===== src/rtl/qu_pkg.sv =====
// Shared rename-stage geometry for the Qu free list and busy table.
package qu_pkg;

    localparam int DEFAULT_PHY_RF_DEPTH  = 128;
    localparam int DEFAULT_ARCH_RF_DEPTH = 32;
    localparam int PHY_TAG_W             = $clog2(DEFAULT_PHY_RF_DEPTH);

    typedef logic [PHY_TAG_W-1:0] phys_tag_t;

endpackage


===== src/rtl/free_list.sv =====
// Circular FIFO of unallocated physical register tags: two pops and two pushes per cycle.
// Optional speculative-rewind support is enabled by defining QU_FREE_LIST_FLUSH_EN.
module free_list
    import qu_pkg::*;
#(
    parameter int PHY_RF_DEPTH  = DEFAULT_PHY_RF_DEPTH,
    parameter int ARCH_RF_DEPTH = DEFAULT_ARCH_RF_DEPTH,
    localparam int TAG_W        = $clog2(PHY_RF_DEPTH)
) (
    input  logic             clk,
    input  logic             rst,
`ifdef QU_FREE_LIST_FLUSH_EN
    input  logic             flush,
    input  logic [1:0]       commit_cnt,
`endif
    input  logic             alloc1_en,
    output logic             alloc1_valid,
    output logic [TAG_W-1:0] alloc1_tag,
    input  logic             alloc2_en,
    output logic             alloc2_valid,
    output logic [TAG_W-1:0] alloc2_tag,
    input  logic             rel1_en,
    input  logic [TAG_W-1:0] rel1_tag,
    input  logic             rel2_en,
    input  logic [TAG_W-1:0] rel2_tag,
    output logic [TAG_W:0]   free_cnt,
    output logic             overflow_err
);

    localparam int PTR_W         = TAG_W + 1;
    localparam int FREE_AT_RESET = PHY_RF_DEPTH - ARCH_RF_DEPTH;
    localparam logic [PTR_W-1:0] FULL_CNT = PTR_W'(PHY_RF_DEPTH);

    logic [TAG_W-1:0] entry_q [PHY_RF_DEPTH];
    logic [PTR_W-1:0] head_q, head_d;
    logic [PTR_W-1:0] tail_q, tail_d;
    logic             overflow_q, overflow_d;

    logic [TAG_W-1:0] head_idx, head_nxt_idx, tail_idx, tail_nxt_idx;
    logic             alloc_block;
    logic             pop1, pop2;
    logic [1:0]       pop_cnt;
    logic             rel1_ok, rel2_ok, push1, push2;

    // Wrap bits make tail - head the occupancy, even when the list is completely full.
    assign free_cnt     = tail_q - head_q;
    assign overflow_err = overflow_q;

    assign head_idx     = head_q[TAG_W-1:0];
    assign head_nxt_idx = head_idx + TAG_W'(1);
    assign tail_idx     = tail_q[TAG_W-1:0];
    assign tail_nxt_idx = tail_idx + TAG_W'(push1);

    assign alloc1_valid = (free_cnt != '0);
    assign alloc2_valid = (free_cnt > PTR_W'(alloc1_en));
    assign alloc1_tag   = entry_q[head_idx];
    assign alloc2_tag   = alloc1_en ? entry_q[head_nxt_idx] : entry_q[head_idx];

`ifdef QU_FREE_LIST_FLUSH_EN
    assign alloc_block = flush;
`else
    assign alloc_block = 1'b0;
`endif

    assign pop1    = alloc1_en & alloc1_valid & ~alloc_block;
    assign pop2    = alloc2_en & alloc2_valid & ~alloc_block;
    assign pop_cnt = {1'b0, pop1} + {1'b0, pop2};

    // x0 is never renamed, so a release of tag 0 is silently ignored.
    assign rel1_ok = rel1_en && (rel1_tag != '0);
    assign rel2_ok = rel2_en && (rel2_tag != '0);
    assign push1   = rel1_ok && (free_cnt != FULL_CNT);
    assign push2   = rel2_ok && ((free_cnt + PTR_W'(push1)) != FULL_CNT);

    assign tail_d     = tail_q + PTR_W'(push1) + PTR_W'(push2);
    assign overflow_d = overflow_q | (rel1_ok & ~push1) | (rel2_ok & ~push2);

`ifdef QU_FREE_LIST_FLUSH_EN
    logic [PTR_W-1:0] commit_head_q, commit_head_d;

    // NOTE: every variable written in always_comb gets a value on every path first, so no latch is inferred.
    always_comb begin
        commit_head_d = commit_head_q + PTR_W'(commit_cnt);
        head_d        = head_q + PTR_W'(pop_cnt);
        if (flush) begin
            head_d = commit_head_d;
        end
    end

    always_ff @(posedge clk or posedge rst) begin
        if (rst) begin
            commit_head_q <= '0;
        end else begin
            commit_head_q <= commit_head_d;
        end
    end
`else
    assign head_d = head_q + PTR_W'(pop_cnt);
`endif

    // NOTE: state is updated with non-blocking assignments so every register samples pre-edge values.
    always_ff @(posedge clk or posedge rst) begin
        if (rst) begin
            head_q     <= '0;
            tail_q     <= PTR_W'(FREE_AT_RESET);
            overflow_q <= 1'b0;
        end else begin
            head_q     <= head_d;
            tail_q     <= tail_d;
            overflow_q <= overflow_d;
        end
    end

    // NOTE: the storage array is reset on purpose, because it must hold the initial free tags after reset.
    always_ff @(posedge clk or posedge rst) begin
        if (rst) begin
            for (int i = 0; i < PHY_RF_DEPTH; i++) begin
                entry_q[i] <= (i < FREE_AT_RESET) ? TAG_W'(ARCH_RF_DEPTH + i) : '0;
            end
        end else begin
            if (push1) entry_q[tail_idx]     <= rel1_tag;
            if (push2) entry_q[tail_nxt_idx] <= rel2_tag;
        end
    end

endmodule

===== config.mk =====
export PLATFORM = sky130hd
export DESIGN_NAME = free_list
export DESIGN_NICKNAME = d
export VERILOG_FILES = /design/src/rtl/qu_pkg.sv /design/src/rtl/free_list.sv
export SDC_FILE = /design/constraint.sdc
export NUM_CORES = 2
export LEC_CHECK = 0
export CORE_MARGIN = 2
export CORE_UTILIZATION = 50
export CTS_BUF_LIST = sky130_fd_sc_hd__clkbuf_4 sky130_fd_sc_hd__clkbuf_8
export CTS_CLUSTER_DIAMETER = 40
export DETAILED_ROUTE_END_ITERATION = 8
export DONT_BUFFER_PORTS = 1
export PLACE_DENSITY = 0.66
export SKIP_CTS_REPAIR_TIMING = 1
export SLEW_MARGIN = 30
export SYNTH_ARGS = -nofsm -noshare
export SYNTH_HDL_FRONTEND = slang
export SYNTH_SLANG_ARGS = --single-unit

===== constraint.sdc =====
create_clock -name clk -period 43.2 [get_ports clk]
set_input_delay 8.64 -clock clk [delete_from_list [all_inputs] [get_ports clk]]
set_output_delay 8.64 -clock clk [all_outputs]
set_load 0.05 [all_outputs]

[Yosys cells after proc, flatten, opt, wreduce, memory -nomap -nowiden]
Cells that the tools add are included.
W data, S select, Z words.
Storage, ports and cells
  output and inout bits: 25
  register bits after elaboration: 913
Operators by class
  equal/unequal tests: 2
  mux-type cells: 15
  reductions and logical operators: 9
  order comparisons: 7
  bitwise logic cells: 12
  $add $sub $neg: 8
Operators with widths (number)
  $bwmux W896: 2
  $mux W896: 2
  $bmux W7 S7: 2
  $demux W7 S7: 2
  $mux W7: 7
  $ge A8 B8 Y1 const B: 4
  $not A7 Y8: 4
  $add A8 B1 Y8: 3
  $lt A8 B1 Y1 const B: 2
  $ne A8 B8 Y1 const B: 2
  $reduce_bool A7 Y1: 2
  $add A8 B2 Y8: 1
  $gt A8 B1 Y1: 1
  $reduce_bool A8 Y1: 1
  $sub A8 B8 Y8: 1
  $add A7 B1 Y7: 1
  $add A7 B1 Y7 const B: 1
  $logic_and A1 B1 Y1: 6
  $and A1 B1 Y1: 4
  $add A1 B1 Y2: 1
  $not A1 Y1: 2
  $or A1 B1 Y1: 2

[Logic depth before layout (Yosys ltp)]
  word-level depth: 11
  mapped depth: 27
  mapped depth without buffers: 21

[Least setup slack after synthesis]
OpenSTA, ideal clock, no wires.
  kind: input to output
  start point: input port alloc1_en
  end point: output port alloc2_valid
  data required time: 34.560 ns
  data arrival time: 10.061 ns
  path buffers: 0
  slack: 24.499 ns
  cell stages on the path: 2
  cell sequence: ha_1 -> o21ai_0
Between the ends
  word-level cells in the longest chain between the ends: 1
Ends and longest elaborated chain
  from (decl): line free_list.sv:16  | input logic alloc1_en,
  $gt A8 B1 Y1: line free_list.sv:55  | assign alloc2_valid = (free_cnt > PTR_W'(alloc1_en));
  to (decl): line free_list.sv:20  | output logic alloc2_valid,
No other way between the ends.

[Worst setup path in the final report]
  start point: input port alloc1_en
  end point: output port alloc2_tag[4]
Between the ends
  word-level cells in the longest chain between the ends: 1
Ends and longest elaborated chain
  $mux W7: line free_list.sv:57  | assign alloc2_tag = alloc1_en ? entry_q[head_nxt_idx] : entry_q[head_idx];
  to (decl): line free_list.sv:21  | output logic [TAG_W-1:0] alloc2_tag,
No other way between the ends.

==> results.ini <==
[global_routing]
grt_max_degree = 157
track_usage_pct = 32.4
antenna_found_initial = 4
grt_overflow = 0
grt_pass1_vias = 41600
grt_pass1_wl_mm = 307

[die]
start_util_pct = 50.4
ios = 45
row_count = 130
die-area_mm2 = 0.129
core-area_mm2 = 0.126
fp.dieW_um = 360
die-height_um = 360

[sta]
fin_setup_tns_ns = 0
hold_viol_final = 0
slew_headroom_pct = 25.0
worst_pin_slew_ns = 1.12
fin_skew_ns = 0.0377
min_period_over_period_pct = 42.1
post-route-min-period_ns = 18.20
grt_setup_unrepaired = false
slew_viol_final = 0
fmax_ghz = 0.0549
whs_ns = 0.498
setup_violations = 0

[synth]
ys_warn_count = 0
synth_common_cells = mux2_2 (1,692), dfrtp_1 (543), mux4_2 (540), dfstp_2 (370), clkbuf_1 (352)
yosysTopAreaCellShare_pct = 30.1
async_flop_share_pct = 100
ys_ff_latch = 913
dominantRegCellSynth = dfrtp_1
synth_area_leaders = mux2_2 (30%), dfrtp_1 (21%), mux4_2 (19%)
synth_cells = 4412
yosysSeqAreaShare_pct = 36.9
syn-num-nets = 4451
synthDistinctLibCells = 66
synth_edf_count = 0
synthesis.area_mm2 = 0.0633
synth_most_common_cell = mux2_2
yosys.area.top_type = mux2_2
synth_area_per_cell_um2 = 14.3

[drt]
drt_iter0_markers = 4459
drt-total-wl_mm = 210
via_per_inst = 6.91
drtAntennaViolNets = 0
drc_errors = 0
vias = 41900
wl_per_cell_um = 34.5
firstDrtPassIters = 8

[power_and_ir_drop]
power.total_uw = 5350
peakVddDrop_v = 0.0000992
p_per_area_mw_per_mm2 = 77.8
p_leak_uw = 0.0284

[critical_path]
worstSetupPathType = in2out
slowest_delay_ns = 0.37
cp_top_family = simple AND/OR/NAND/NOR gates
cp-end-kind = output pin
worstPathCellList = nor2b_1, nand3_1, o211a_1
required_ns = 34.56
start_kind = input port
cp_max_fo = 11
cp.arrival_ns = 9.56
crit_buf_inv = 0
slowest_stage = o211a_1

[place]
io_buffers = 0
placed_area_mm2 = 0.0648
gp_congestion = 0.989
dpl.hpwl_mm = 131

[clocking]
cts_tree = built
cts_num_sinks = 913
cts_buffers = 179
clkTransAtPathRegs_ns = 0.05
clk_latency_ns = 0.95
htreeDepth = 4
cts_max_path_buffers = 3
cts-root-buf = clkbuf_8

[finish]
fill_cells = 10200
final_cell_area_mm2 = 0.0688
area_growth_pct = 8.83
layout.nets = 4301
layout-drive-gt1-share_pct = 74.1

[run_status]
status = complete, no violations

[hold_path]
hold_path.class = reg2reg

[run]
maxCapViolCount = 0

final timing paths:
check	slack, ns	to	cells past startpoint	from
worst max register to register	34.73	entry_q[478]$_DFF_PP0_	16	head_q[5]$_DFF_PP0_
worst min register to register	0.50	tail_q[7]$_DFF_PP0_	1	tail_q[7]$_DFF_PP0_
max in group asynchronous	31.97	head_q[1]$_DFF_PP0_	5	rst
min in group asynchronous	7.67	entry_q[135]$_DFF_PP0_	1	rst
worst max-delay path	25.00	alloc2_tag[4]	3	alloc1_en
worst min-delay path	0.50	tail_q[7]$_DFF_PP0_	1	tail_q[7]$_DFF_PP0_
sequential cells by signal (all words and copies together) (netlist names):
register / count
tail_q: 8
overflow_err: 1
head_q: 8
entry_q: 896
stage by stage:
stage / std cells / setup slack [ns] / util (%)
4_1_cts: 6066 / 25.03 / 54.7
6_report: 6071 / 25.00 / 54.8
3_3_place_gp: 5722 / 24.78 / 51.4
2_1_floorplan: 4412 / 9.50 / -
3_5_place_dp: 5729 / 25.04 / 51.6
5_1_grt: 6069 / 24.90 / 54.8
logic make-up after synthesis:
group | after synthesis | synth area share [%]
adder cells (fa/ha/maj) | 19 | 0.411
buffers and inverters | 460 | 2.94
XOR/XNOR | 30 | 0.415
flip-flops | 913 | 36.9
AND/OR/NAND/NOR | 517 | 6.37
AO/OA/AOI/OAI | 105 | 1.24
multiplexers | 2368 | 51.8
routing by layer:
| metal | share of wire, % | vias up | GRT usage, % |
|---|---|---|---|
| li1 | - | 17000 | - |
| met1 | 41 | 22500 | 44.6 |
| met2 | 45 | 2009 | 48.8 |
| met3 | 8.9 | 457 | 8.38 |
| met4 | 4.4 | 6 | 13.6 |
| met5 | 0.021 | - | 0 |
power breakdown:
part,internal (uW),switching [uW]
clock,541,418
sequential,1250,268
combinational,1350,1520
total,3150,2210
placed cells by master, fill, tap and decap left out, types with 24 or more instances in the layout:
master and count:
mux2_2 1692, mux4_2 540, dfrtp_1 540, dfstp_2 370, clkbuf_8 215, nand3_4 100
buf_4 89, mux2_1 86, clkbuf_4 71, nand3_1 68, nand2_1 61, nor2_1 56
nor3_1 43, a22oi_1 42, mux2i_1 36, nor3_2 35, and3_1 35, clkinv_2 26
nor2_2 24
final cells by class:
| class | instances | area, um2 | area share (%) |
|---|---|---|---|
| diodes | 3 | 7.51 | 0.0109 |
| clock buffers | 286 | 3490 | 5.07 |
| clock inverters | 51 | 444 | 0.645 |
| inverters | 23 | 96.3 | 0.140 |
| multi-input cells | 3039 | 38400 | 55.8 |
| flip-flops and latches | 913 | 23300 | 33.9 |
| well taps | 1650 | 2060 | 3.00 |
| repair buffers | 106 | 995 | 1.45 |
No activity file was read; power rests on OpenSTA's default activity.
